### src/rtl/instr_encoder_loader.sv
// RV32I field-bundle encoder that streams machine words into instruction memory from address 0.
// Optional macro ENC_RANGE_CHECK_EN drops bundles whose immediates do not fit their format.
module instr_encoder_loader #(
   parameter int ADDR_W = 6
) (
   input  logic              clk,
   input  logic              rst,
   input  logic              start,
   input  logic              in_valid,
   output logic              in_ready,
   input  logic              in_last,
   input  logic [2:0]        fmt,
   input  logic [4:0]        rd,
   input  logic [4:0]        rs1,
   input  logic [4:0]        rs2,
   input  logic [2:0]        funct3,
   input  logic              funct7b5,
   input  logic [20:0]       imm,
   output logic              wr_en,
   output logic [ADDR_W-1:0] wr_addr,
   output logic [31:0]       wr_data,
   output logic [ADDR_W:0]   count,
   output logic              done,
   output logic              err
);

   typedef enum logic [1:0] {IDLE, LOAD, FIN} state_t;
   state_t state;

   function automatic logic [31:0] encode(input logic [2:0] f, input logic [4:0] d,
                                          input logic [4:0] s1, input logic [4:0] s2,
                                          input logic [2:0] f3, input logic b5,
                                          input logic [20:0] im);
      logic [11:0] imm_i;
      logic [31:0] w;
      // Shift-immediates carry the arithmetic/logical selector in bit 30 instead of imm[11:5].
      imm_i = (f3 == 3'b001 || f3 == 3'b101) ? {1'b0, b5, 5'b00000, im[4:0]} : im[11:0];
      case (f)
         3'd0:    w = {im[11:0], s1, 3'b010, d, 7'h03};
         3'd1:    w = {im[11:5], s2, s1, 3'b010, im[4:0], 7'h23};
         3'd2:    w = {1'b0, b5, 5'b00000, s2, s1, f3, d, 7'h33};
         3'd3:    w = {im[12], im[10:5], s2, s1, f3, im[4:1], im[11], 7'h63};
         3'd4:    w = {imm_i, s1, f3, d, 7'h13};
         3'd5:    w = {im[20], im[10:1], im[11], im[19:12], d, 7'h6F};
         default: w = 32'h0;
      endcase
      return w;
   endfunction

   function automatic logic bundle_ok(input logic [2:0] f, input logic signed [20:0] im);
      logic ok;
      ok = (f <= 3'd5);
`ifdef ENC_RANGE_CHECK_EN
      case (f)
         3'd0, 3'd1, 3'd4: ok = (im >= -21'sd2048) && (im <= 21'sd2047);
         3'd3:             ok = (im >= -21'sd4096) && (im <= 21'sd4094) && !im[0];
         3'd5:             ok = !im[0];
         default:          ok = ok;
      endcase
`endif
      return ok;
   endfunction

   logic        legal;
   logic [31:0] enc;
   logic signed [20:0] simm;

   always_comb begin
      simm  = imm;
      legal = bundle_ok(fmt, simm);
      enc   = encode(fmt, rd, rs1, rs2, funct3, funct7b5, imm);
   end

   assign in_ready = (state == LOAD);
   assign done     = (state == FIN);

   always_ff @(posedge clk) begin
      if (rst) begin
         state   <= IDLE;
         wr_en   <= 1'b0;
         wr_addr <= '0;
         wr_data <= '0;
         count   <= '0;
         err     <= 1'b0;
      end else begin
         wr_en <= 1'b0;
         case (state)
            IDLE, FIN: begin
               if (start) begin
                  state <= LOAD;
                  count <= '0;
                  err   <= 1'b0;
               end
            end
            LOAD: begin
               if (in_valid) begin
                  if (legal) begin
                     wr_en   <= 1'b1;
                     wr_data <= enc;
                     wr_addr <= count[ADDR_W-1:0];
                     count   <= count + (ADDR_W+1)'(1);
                  end else begin
                     err <= 1'b1;
                  end
                  // A legal write into the top address fills the memory.
                  if (in_last || (legal && (&count[ADDR_W-1:0])))
                     state <= FIN;
               end
            end
            default: state <= IDLE;
         endcase
      end
   end

endmodule

### config.mk
export PLATFORM = sky130hd
export DESIGN_NAME = instr_encoder_loader
export DESIGN_NICKNAME = d
export VERILOG_FILES = /design/src/rtl/instr_encoder_loader.sv
export SDC_FILE = /design/constraint.sdc
export NUM_CORES = 1
export LEC_CHECK = 0
export CORE_ASPECT_RATIO = 1.2
export CORE_MARGIN = 5
export CORE_UTILIZATION = 38
export DETAILED_ROUTE_END_ITERATION = 8
export PLACE_DENSITY_LB_ADDON = 0.08
export SYNTH_ARGS = -nofsm -noshare
export SYNTH_HDL_FRONTEND = slang
export SYNTH_SLANG_ARGS = --single-unit
### constraint.sdc
create_clock -name clk -period 1.4 [get_ports clk]
set_clock_uncertainty 0.15 [all_clocks]
set_input_delay 0.28 -clock clk [delete_from_list [all_inputs] [get_ports clk]]
set_output_delay 0.28 -clock clk [all_outputs]
set_load 0.03 [all_outputs]
==> summary.txt <==
Setup path
  – CP most frequent cell: buf_12
  – Slowest Stage Delay on Critical Path: 0.34 ns
  – Crit-path cells: buf_6, nand3b_1, nor2_4, buf_12, buf_12, buf_16, nand3_2, a21oi_1
  – Crit path DAT: 1.76 ns
  – WS Path Type: flop to flop
  – Setup crit end kind: flop
  – R2R setup slack: -0.28 ns
  – CP required: 1.48 ns
  – Worst path slowest cell: dfxtp_2
  – Startpoint Class: flop
  – Max FO, Critical Path: 6

Synth
  – Number of synthesized flops with an enable pin: 0
  – Yosys cell types: 47
  – Netlist Area Pre-Place: 2280 µm²
  – Yosys warnings: 0
  – Mapped Nets: 330
  – Synthesized flop and latch total: 47
  – Seq/Total Area, Yosys: 41.2%
  – Avg Cell Area, Syn: 8.13 µm²
  – Leading cell type by number of instances after synthesis: dfxtp_1
  – Top post-synthesis cells by count: 47 x dfxtp_1, 42 x nor2_1, 24 x nand2_1, 24 x nor3_1, 22 x a21oi_1
  – Post-Synthesis Cells: 281
  – Async S/R FF share, synth: 0%
  – Leading area contributor after synthesis: dfxtp_1
  – Area fraction of the dominant cell type after synthesis: 41.2%
  – Synth top area cells: dfxtp_1 41%, nor2_1 6.9%, nor3_1 5.3%
  – Ys flop type: dfxtp_1

Timing
  – Final hold vios: 0
  – Setup ws final: -0.282 ns
  – Unrepaired setup endpoints after global routing: true
  – Slew Limit Fails: 0
  – Tmin final: 1.68 ns
  – Final Cycle Share: 120%
  – Fmax: 595 MHz
  – Setup TNS: -8.38 ns
  – Actual slew at the worst max-slew pin: 0.530 ns
  – Setup Viol. Count Final: 46
  – Relative slew margins: 64.5%

Clock tree
  – CTS H-tree depth: 2
  – CTS Hold Buffers Added: 0
  – CTS tree: built
  – Num CTS Buffers: 5
  – Clk_lat worst skew: 0.30 ns
  – Clock transition at path regs: 0.09 ns
  – Clock tree sinks: 47
  – Clock Tree Buf Depth: 2
  – Clock Tree Root: clkbuf_8

Final layout
  – Register cell area after layout: 956 µm²
  – Finished Layout Cells: 503
  – Final Cell Area: 4260 µm²
  – Multi-input logic area: 1510 µm²
  – Util after Layout: 71.9%
  – Area added between synthesis and finish: 86.7%
  – Diodes inserted: 0
  – Final Net Count: 469
  – Fill count: 470
  – Layout cells sized above 1: 45.8%

Floorplanning
  – Die Ht: 94.9 µm
  – Total die area: 7670 µm²
  – Rows: 31
  – Top-Level Pins: 97
  – Initial Util: 38.5%
  – Core area: 5930 µm²
  – Die width: 80.8 µm

Place
  – Dpl ws: -0.609 ns
  – Cell Area, Placed: 3510 µm²
  – Detailed placement HPWL: 5030 µm
  – Placer congestion estimate: 0.832
  – Post-Place Cells: 475
  – I/O Buffers: 96

GRT
  – Initial antenna violation count: 0
  – Vias in the first global route: 2,659
  – Global Route Usage Sum: 21.1%
  – Largest net degree at the start of global routing: 43
  – Global-route wire length before repair: 12,600 µm
  – Gr ovfl total: 0

Power
  – Pwr/cell area: 804 nW/µm²
  – Lkg Pwr: 1.72 nW
  – Max rail drop VDD: 0.402 mV

Drt
  – Drt pass-1 iters: 4
  – Vias: 2,556
  – Drc violations: 0
  – Avg WL per Cell: 15.7 µm
  – Vias per std cell: 5.08
  – DRT Wirelength: 7920 µm
  – Routed Antenna Nets: 0
  – DR iter-0 viols: 105

Run status
  – Outcome: finished, violations left
  – Failing checks: negative setup slack

Min path
  – Hold Path Class: primary input to flop

Flow run
  – Max-cap violation count: 0
## cell families (layout without fill, tap and decap cells)
logic type	after synthesis	in the layout	synth area share, %
compound gates	55	55	17.1
xor+xnor	3	3	1.15
fa+ha+maj	1	1	0.548
buf+inv	25	165	6.14
flops	47	47	41.2
mux	6	6	2.63
simple gates	144	144	31.2
## worst max-delay path: cells and delay by family, from the launching register on
| family | cells | cell delay [ns] |
|---|---|---|
| flip-flops | 1 | 0.34 |
| AO/OA/AOI/OAI | 1 | 0.13 |
| buffers and inverters | 4 | 0.47 |
| AND/OR/NAND/NOR | 3 | 0.51 |
## power by group
group,switching (mW),internal (mW)
Combinational,0.476,0.504
Clock,0.503,0.517
Sequential,0.0409,1.39
## flip-flops by register name, summed over array words and instances, names as in the netlist
signal   count
count        7
err          1
state        2
wr_addr      6
wr_data     30
wr_en        1
## cells in the final DEF, fill, tap and decap left out, drive strengths merged, types with 2 or more instances in the layout
cell,instances
a221oi,5
clkdlybuf4s50,40
or2b,2
buf,107
clkbuf,7
o21ai,5
a311oi,4
nand3,19
nand3b,2
inv,3
and2,2
a211oi,8
nor2b,11
a21oi,23
mux2i,6
nand2b,8
o211ai,2
dfxtp,47
nand2,25
and2b,3
nor2,43
nor3,24
dlygate4sd2,6
xnor2,2
## routing by layer
layer / routed length, µm / track usage, % / vias up
met5: 0 / 0 / -
met4: 131 / 8.03 / 0
met3: 401 / 4.68 / 11
met2: 4250 / 38.5 / 66
met1: 3140 / 23.6 / 1221
li1: - / - / 1258
## final cells by class
| class | count | share of cell area, % |
|---|---|---|
| clock buffer | 7 | 2.52 |
| clock inverter | 1 | 0.205 |
| inverter | 2 | 0.176 |
| multi-input combinational | 209 | 35.4 |
| sequential | 47 | 22.4 |
| tap | 82 | 2.41 |
| timing repair buffer | 155 | 36.8 |
## what timing repair did
action                     CTS  global route
gates cloned                 6             0
setup endpoints to repair   52            52
pin swaps                   33            13
setup buffers               16             5
resized for setup           80            27
## path summary, 6_finish.rpt
| kind | startpoint | endpoint | cells past startpoint |
|---|---|---|---|
| max | state[1] | wr_data[3] | 8 |
| min | rst | count[6] | 4 |
| max reg2reg | state[1] | wr_data[3] | 8 |
| min reg2reg | wr_addr[1] | wr_addr[1] | 2 |
## stage by stage
stage	hold slack [ns]	power (mW)
after floorplan	0.282	1.84
after global placement	0.290	2.21
after detailed placement	0.295	2.22
after CTS	0.210	3.43
after global routing	0.250	3.57
final	0.218	3.43
(Power assumes the default switching activity.)
